==> src/rtl/pc_next_unit_if.sv <==
// EX-stage operand bundle into the next-PC unit and the fetch/redirect results coming back out.
// master drives the resolving instruction's operands; slave is the next-PC unit itself.
interface pc_next_unit_if #(
  parameter int XLEN  = 32,
  parameter int CNT_W = 16
);
  logic             stall;
  logic             branch;
  logic             jump;
  logic             jalr;
  logic [2:0]       funct3;
  logic [XLEN-1:0]  rs1_data;
  logic [XLEN-1:0]  rs2_data;
  logic [XLEN-1:0]  imm;
  logic [XLEN-1:0]  ex_pc;

  logic [XLEN-1:0]  pc;
  logic             pc_src;
  logic [XLEN-1:0]  target;
  logic             flush;
  logic             trap;
  logic [XLEN-1:0]  trap_addr;
  logic [CNT_W-1:0] br_cnt;
  logic [CNT_W-1:0] taken_cnt;

  modport master (
    output stall, branch, jump, jalr, funct3, rs1_data, rs2_data, imm, ex_pc,
    input  pc, pc_src, target, flush, trap, trap_addr, br_cnt, taken_cnt
  );

  modport slave (
    input  stall, branch, jump, jalr, funct3, rs1_data, rs2_data, imm, ex_pc,
    output pc, pc_src, target, flush, trap, trap_addr, br_cnt, taken_cnt
  );
endinterface

==> src/rtl/pc_next_unit.sv <==
// Next-PC/redirect unit: resolves RV32I branches and JAL/JALR, owns the fetch PC, traps misaligned targets.
// pc_src/target are combinational; pc, flush, trap and the statistics counters update one edge later.
module pc_next_unit #(
  parameter int              XLEN         = 32,
  parameter logic [XLEN-1:0] RESET_VECTOR = '0,
  parameter logic [XLEN-1:0] TRAP_VECTOR  = XLEN'(32'h100),
  parameter bit              COMPRESSED   = 1'b0,
  parameter int              CNT_W        = 16
) (
  input  logic               clk,
  input  logic               rst,
  pc_next_unit_if.slave      bus
);

  logic             cond;
  logic             taken;
  logic             mis;
  logic             count_br;
  logic [XLEN-1:0]  jalr_sum;
  logic [XLEN-1:0]  tgt;

  logic [XLEN-1:0]  pc_q, pc_d;
  logic             flush_q, flush_d;
  logic             trap_q, trap_d;
  logic [XLEN-1:0]  trap_addr_q, trap_addr_d;
  logic [CNT_W-1:0] br_cnt_q, br_cnt_d;
  logic [CNT_W-1:0] taken_cnt_q, taken_cnt_d;

  always_comb begin
    cond = 1'b0;
    unique case (bus.funct3)
      3'b000:  cond = (bus.rs1_data == bus.rs2_data);
      3'b001:  cond = (bus.rs1_data != bus.rs2_data);
      3'b100:  cond = ($signed(bus.rs1_data) <  $signed(bus.rs2_data));
      3'b101:  cond = ($signed(bus.rs1_data) >= $signed(bus.rs2_data));
      3'b110:  cond = (bus.rs1_data <  bus.rs2_data);
      3'b111:  cond = (bus.rs1_data >= bus.rs2_data);
      default: cond = 1'b0;
    endcase
  end

  // A jump wins over a simultaneous branch; jalr only matters when jump is set.
  assign taken    = bus.jump | (bus.branch & cond);
  assign jalr_sum = bus.rs1_data + bus.imm;
  assign tgt      = (bus.jump & bus.jalr) ? {jalr_sum[XLEN-1:1], 1'b0} : bus.ex_pc + bus.imm;
  assign mis      = taken & (COMPRESSED ? 1'b0 : tgt[1]);
  assign count_br = bus.branch & ~bus.jump;

  always_comb begin
    pc_d        = pc_q + XLEN'(4);
    flush_d     = taken;
    trap_d      = mis;
    trap_addr_d = trap_addr_q;
    br_cnt_d    = br_cnt_q;
    taken_cnt_d = taken_cnt_q;

    // Redirects are never deferred by stall: the resolving instruction leaves EX this cycle.
    if (mis) begin
      pc_d        = TRAP_VECTOR;
      trap_addr_d = tgt;
    end else if (taken) begin
      pc_d = tgt;
    end else if (bus.stall) begin
      pc_d = pc_q;
    end

    if (count_br) begin
      if (br_cnt_q != '1) br_cnt_d = br_cnt_q + CNT_W'(1);
      if (cond && (taken_cnt_q != '1)) taken_cnt_d = taken_cnt_q + CNT_W'(1);
    end
  end

  always_ff @(posedge clk) begin
    if (rst) begin
      pc_q        <= RESET_VECTOR;
      flush_q     <= 1'b0;
      trap_q      <= 1'b0;
      trap_addr_q <= '0;
      br_cnt_q    <= '0;
      taken_cnt_q <= '0;
    end else begin
      pc_q        <= pc_d;
      flush_q     <= flush_d;
      trap_q      <= trap_d;
      trap_addr_q <= trap_addr_d;
      br_cnt_q    <= br_cnt_d;
      taken_cnt_q <= taken_cnt_d;
    end
  end

  assign bus.pc        = pc_q;
  assign bus.pc_src    = taken;
  assign bus.target    = tgt;
  assign bus.flush     = flush_q;
  assign bus.trap      = trap_q;
  assign bus.trap_addr = trap_addr_q;
  assign bus.br_cnt    = br_cnt_q;
  assign bus.taken_cnt = taken_cnt_q;

endmodule

==> src/flat_wrapper.sv <==
// flat-port wrapper written by rule: the top's interface ports become plain ports
module pc_next_unit_flat 
#(
  parameter int              XLEN         = 32,
  parameter logic [XLEN-1:0] RESET_VECTOR = '0,
  parameter logic [XLEN-1:0] TRAP_VECTOR  = XLEN'(32'h100),
  parameter bit              COMPRESSED   = 1'b0,
  parameter int              CNT_W        = 16
)
  (clk, rst, bus_stall, bus_branch, bus_jump, bus_jalr, bus_funct3, bus_rs1_data, bus_rs2_data, bus_imm, bus_ex_pc, bus_pc, bus_pc_src, bus_target, bus_flush, bus_trap, bus_trap_addr, bus_br_cnt, bus_taken_cnt);
  pc_next_unit_if #(.XLEN(XLEN), .CNT_W(CNT_W)) bus_i ();
  input  logic clk;
  input  logic rst;
  input wire logic [$bits(bus_i.stall)-1:0] bus_stall;
  input wire logic [$bits(bus_i.branch)-1:0] bus_branch;
  input wire logic [$bits(bus_i.jump)-1:0] bus_jump;
  input wire logic [$bits(bus_i.jalr)-1:0] bus_jalr;
  input wire logic [$bits(bus_i.funct3)-1:0] bus_funct3;
  input wire logic [$bits(bus_i.rs1_data)-1:0] bus_rs1_data;
  input wire logic [$bits(bus_i.rs2_data)-1:0] bus_rs2_data;
  input wire logic [$bits(bus_i.imm)-1:0] bus_imm;
  input wire logic [$bits(bus_i.ex_pc)-1:0] bus_ex_pc;
  output wire logic [$bits(bus_i.pc)-1:0] bus_pc;
  output wire logic [$bits(bus_i.pc_src)-1:0] bus_pc_src;
  output wire logic [$bits(bus_i.target)-1:0] bus_target;
  output wire logic [$bits(bus_i.flush)-1:0] bus_flush;
  output wire logic [$bits(bus_i.trap)-1:0] bus_trap;
  output wire logic [$bits(bus_i.trap_addr)-1:0] bus_trap_addr;
  output wire logic [$bits(bus_i.br_cnt)-1:0] bus_br_cnt;
  output wire logic [$bits(bus_i.taken_cnt)-1:0] bus_taken_cnt;
  assign bus_i.stall = bus_stall;
  assign bus_i.branch = bus_branch;
  assign bus_i.jump = bus_jump;
  assign bus_i.jalr = bus_jalr;
  assign bus_i.funct3 = bus_funct3;
  assign bus_i.rs1_data = bus_rs1_data;
  assign bus_i.rs2_data = bus_rs2_data;
  assign bus_i.imm = bus_imm;
  assign bus_i.ex_pc = bus_ex_pc;
  assign bus_pc = bus_i.pc;
  assign bus_pc_src = bus_i.pc_src;
  assign bus_target = bus_i.target;
  assign bus_flush = bus_i.flush;
  assign bus_trap = bus_i.trap;
  assign bus_trap_addr = bus_i.trap_addr;
  assign bus_br_cnt = bus_i.br_cnt;
  assign bus_taken_cnt = bus_i.taken_cnt;
  pc_next_unit #(.XLEN(XLEN), .RESET_VECTOR(RESET_VECTOR), .TRAP_VECTOR(TRAP_VECTOR), .COMPRESSED(COMPRESSED), .CNT_W(CNT_W)) u_core (.clk(clk), .rst(rst), .bus(bus_i));
endmodule
==> config.mk <==
export PLATFORM = sky130hd
export DESIGN_NAME = pc_next_unit_flat
export DESIGN_NICKNAME = d
export VERILOG_FILES = /design/src/rtl/pc_next_unit_if.sv /design/src/rtl/pc_next_unit.sv /design/src/flat_wrapper.sv
export SDC_FILE = /design/constraint.sdc
export NUM_CORES = 1
export LEC_CHECK = 0
export CAP_MARGIN = 5
export CORE_MARGIN = 10
export CORE_UTILIZATION = 48
export DETAILED_ROUTE_END_ITERATION = 16
export PLACE_DENSITY = 0.82
export SLEW_MARGIN = 20
export SYNTH_ARGS = -nofsm -noshare
export SYNTH_HDL_FRONTEND = slang
export SYNTH_SLANG_ARGS = --single-unit
export TNS_END_PERCENT = 100
==> constraint.sdc <==
create_clock -name clk -period 4.98 [get_ports clk]
set_clock_uncertainty 0.05 [all_clocks]
set_input_delay 0.996 -clock clk [delete_from_list [all_inputs] [get_ports clk]]
set_output_delay 0.996 -clock clk [all_outputs]
set_load 0.01 [all_outputs]
**Word level (Yosys, flattened, before mapping)**

Index checks and enable logic that the tools add are counted.

- Output and inout bits: 131
- Memory bits (read-only): 0
- Bits in latches: 0
- Memories: 0
- Flip-flop bits (word level): 98
- Bits in writable memories: 0
- Word-level logic and storage cells: 43

- Multiplexer cells: 5
- Shift-type cells: 0
- Eq/ne operators: 11
- Reductions and logical operators: 5
- $mul: 0
- Add/subtract/negate cells: 5
- Divide/modulo/power cells: 0
- $lt $le $gt $ge: 4
- Bitwise operators: 6

Operators by type and width:

| cell | number |
|---|---|
| 32-bit 2-to-1 mux | 3 |
| 32-bit adder | 2 |
| 32-bit >= comparator | 2 |
| 32-bit < comparator | 2 |
| 16-bit by 1-bit adder with 16-bit output (second input constant) | 2 |
| 32-bit by 3-bit adder with 32-bit output (second input constant) | 1 |
| 32-bit == test | 1 |
| 16-bit inequality test (second input constant) | 2 |
| 32-bit inequality test | 1 |
| 3-bit == test (second input constant) | 4 |
| 9-bit 2-to-1 mux | 1 |
| 1-bit case mux with 6 select lines | 1 |
| 1-bit bitwise AND | 4 |
| 2-bit AND reduction | 2 |
| 3-bit by 1-bit == test with 1-bit output (second input constant) | 1 |
| 3-bit logical NOT | 1 |
| 3-bit by 1-bit inequality test with 1-bit output (second input constant) | 1 |
| 2-bit by 1-bit inequality test with 1-bit output (second input constant) | 1 |
| 2-bit OR reduction | 1 |
| 1-bit logical AND | 1 |
| 1-bit inverter | 1 |
| 1-bit bitwise OR | 1 |

**Depth between registers and ports, before layout**

- Word-level depth: 6
- Depth in mapped cells: 16
- Gate-level depth less buffers: 14

**Least setup slack after synthesis**

Ideal clock, no wire load.

- Kind: input port to output port
- From: input bus_ex_pc[0]
- To: output bus_target[24]
- Data arrival time: 3.597 ns
- Buffers on the path: 0
- Cell stages on the path: 13
- Slack: 0.337 ns
- Cell sequence: ha_1 > inv_1 > fa_1 > nor2b_1 > o2111ai_1 > a21boi_1 > a2111oi_0 > o41ai_1 > and2_1 > o21a_1 > nor3_1 > o31a_1 > inv_1

- Cells in the longest elaborated chain, start to end: 2

Ends and longest elaborated chain:

| item | line | text |
|---|---|---|
| from (decl) | flat_wrapper.sv:22 | `input wire logic [$bits(bus_i.ex_pc)-1:0] bus_ex_pc;` |
| 32-bit adder | pc_next_unit.sv:45 | `assign tgt = (bus.jump & bus.jalr) ? {jalr_sum[XLEN-1:1], 1'b0} : bus.ex_pc + bus.imm;` |
| 32-bit 2-to-1 mux | pc_next_unit.sv:45 |  |
| to (decl) | flat_wrapper.sv:25 | `output wire logic [$bits(bus_i.target)-1:0] bus_target;` |

Every way passes these cells.

**Worst setup path in the final report**

- From: input bus_ex_pc[0]
- To: output bus_target[10]

The elaborated chain is that of the path after synthesis.

==> metrics.cfg <==
[sta]
worst_pin_slew_ps = 685
setup_viol = 3
slew-limit-headroom_pct = 54.0
timing.final.crit_share_pct = 101
fin_crit_ps = 5030
fmax_ghz = 0.199
hold_viol = 0
drv_slew = 0
layout_setup_ws_ps = -48.1

[route]
dr.pass1.iters = 5
via_per_inst = 5.87
drt-initial-drc-count = 869
drcViolationCount = 0
ant_nets = 0
num_vias = 10854
wl_per_cell_um = 20.3
postRouteWirelength_mm = 37.5

[synthesis]
synth_top_area_cell = dfxtp_1
synth_area_leaders = dfxtp_1 23%, ha_1 14%, nor2_1 7.8%, a21oi_1 6.1%, xnor2_1 5.9%
async_flop_share_pct = 0
synth.avg_cell_area_um2 = 7.54
syn_nets = 1373
ys_ff_latch = 98
synth_edf_count = 0
yosysSeqAreaShare_pct = 22.9
netlist.area_leader.share_pct = 22.9
synth_cells = 1138
ys.flop_type = dfxtp_1
yosysWarnings = 0
synth_cell_type_count = 77
synthesis.area_um2 = 8580

[setup_path]
cp_slowest_stage_delay_ps = 560
worstPathRequired_ps = 3930
critPathTopFamily = compound AO/OA/AOI/OAI gates
path_cells = dlygate4sd2_1, ha_2, inv_2, fa_2, nor2b_4, o2111ai_4, a21boi_2, buf_4, buf_4, a21boi_0, o21bai_1, a211oi_1, o22ai_1, clkdlybuf4s50_1
cp.arrival_ps = 3980
timing.rr.end = u_core.bus.taken_cnt[5]$_SDFFE_PP0P_
r2r_start = u_core.bus.taken_cnt[3]$_SDFFE_PP0P_
critPathLaunchType = input pin
crit_top_cell = buf_4
rrSetupSlack_ps = 1820
path_buf_inv = 5
cp_max_fo = 3
end_kind = output pin
rr_worst_depth = 10
slowest_stage = clkdlybuf4s50_1
path_class = in2out

[job]
maxCapViolCount = 0

[status]
status = finished, violations left
violations = setup timing

[final_layout]
instances_no_fill = 1850
regArea_um2 = 1960
multiInputGateArea_um2 = 6910
fin_nets = 1853
areaGrowthSynthToFinish_pct = 65.1
final_area_um2 = 14200
fillerInstances = 1092
drive_gt1_share_pct = 23.8

[worst_hold_path]
hp-start = u_core.bus.trap_addr[30]$_SDFFE_PP0P_
whs_endpoint = u_core.bus.trap_addr[30]$_SDFFE_PP0P_
holdPathStages = 1
min_path_type = reg2reg

[clock_tree]
insertion_delay_ps = 350
clock_path_buffers = 2
clkTransAtPathRegs_ps = 70
clkSinkCount = 98
cts-root-buf = clkbuf_16
cts_tree = built
htree_levels = 3
numCtsBuffers = 9

[placement]
dpl.cell_count = 1808
place_area_um2 = 13000
place.gp.congestion = 0.949
io_buffers = 267
dpl.hpwl_mm = 27.9

[power_and_ir_drop]
comb_power_share_pct = 52.4
power.leakage_uw = 0.00628
power_density_nw_per_um2 = 234
p_sw_share_pct = 37.3
clkPwrFrac_pct = 19.9
power_frac_seq_pct = 27.6
p_int_uw = 2080
switchingPower_uw = 1240
vdd_drop_max_mv = 0.222

[grt]
grt_max_degree = 46
grt_pass1_wl_mm = 54.0
grtUsageTotal_pct = 27.5
grt_pass1_vias = 10316
antenna_found_initial = 2
grt_overflow = 0

[floorplanning]
top_level_ports = 268
dieHeight_um = 154
fp.dieArea_um2 = 23600
rows = 48
die_x_um = 154
coreArea_um2 = 17400
initial_core_util_pct = 49.3

## worst max-delay path by stage
| stage | start | to | slack, ps | depth (start not counted) |
|---|---|---|---|---|
| after floorplan | bus_ex_pc[0] | bus_target[24] | 340 | 13 |
| after global placement | bus_imm[0] | bus_target[24] | -940 | 17 |
| after detailed placement | bus_imm[0] | bus_target[24] | -1100 | 17 |
| after CTS | bus_imm[16] | bus_target[24] | -130 | 16 |
| after global routing | bus_ex_pc[10] | bus_target[27] | -160 | 16 |
| final | bus_ex_pc[0] | bus_target[10] | -50 | 14 |
## cell families after synthesis
kind of cell / share of synthesized area [%]
AOI/OAI and AO/OA: 21.4
adders and majority gates: 14.5
DFF: 22.9
and+or+nand+nor: 24.7
muxes: 2.06
buffers and inverters: 4.73
xor gates and xnor gates: 9.80
## through the flow
stage          total power (uW)  util [%]  TNS (ps)  worst slack, ps  hold slack [ps]
5_1_grt                    3460      81.3      -920             -160              439
4_1_cts                    3200      78.8      -128             -128              422
6_report                   3310      81.3     -71.8            -48.1              424
3_5_place_dp               2500      74.7    -10890            -1100              406
2_1_floorplan              1630         -         0              337              431
3_3_place_gp               2470      74.7     -9700             -944              398
## state kept, by name (all words and copies together), names as in the netlist, named ones only
register,count
u_core.bus.br_cnt,16
u_core.bus.taken_cnt,16
u_core.bus.flush,1
u_core.bus.trap_addr,32
u_core.bus.pc,30
u_core.bus.trap,1
## area by class of cell
cell class,count,share of cell area [%]
Tap cell,225,1.99
Multi-Input combinational cell,942,48.8
Antenna cell,2,0.0353
Clock buffer,9,1.59
Sequential cell,98,13.9
Timing Repair Buffer,506,31.7
Clock inverter,7,0.380
Inverter,61,1.63
## layout by cell type (no fill, tap or decap), types with 37 or more instances in the layout
cell type and n:
clkdlybuf4s50_1 205, xnor2_1 58, dfxtp_1 98, nor2_1 177
ha_1 71, inv_1 59, buf_4 229, a21oi_1 86
nand2_1 83, xor2_1 37
## repair_timing
item                       4_1_cts  5_1_grt
pin swaps                       36       37
hold buffers                     0        0
setup endpoints to repair       25       30
resized for setup              146       86
hold endpoints to repair         0        0
setup buffers                   15       12
## layer usage
layer,part of all wire (%),global-route usage (%)
met1,40,34.1
met2,47,46.2
met3,8.3,5.41
met4,5.0,9.63
met5,0,0
## power groups by stage
stage	Sequential, uW	Clock, uW	Combinational, uW
final	915	661	1740
after global routing	925	693	1840
after CTS	913	662	1620
after detailed placement	929	0	1570
after global placement	926	0	1540
after floorplan	954	0	678
## Yosys cell counts, types with 10 or more instances
master / instances
nand4_1: 21
ha_1: 96
xnor2_1: 58
a31oi_1: 15
o21ai_0: 37
and2_1: 11
nor3_1: 33
clkbuf_1: 25
dfxtp_1: 98
mux2i_1: 12
nand2_1: 85
and3_1: 24
inv_1: 60
nand3_1: 26
nor2b_1: 10
xor2_1: 38
a21oi_1: 104
a211oi_1: 13
nor2_1: 178
a21o_1: 31
(Power assumes the default switching activity.)
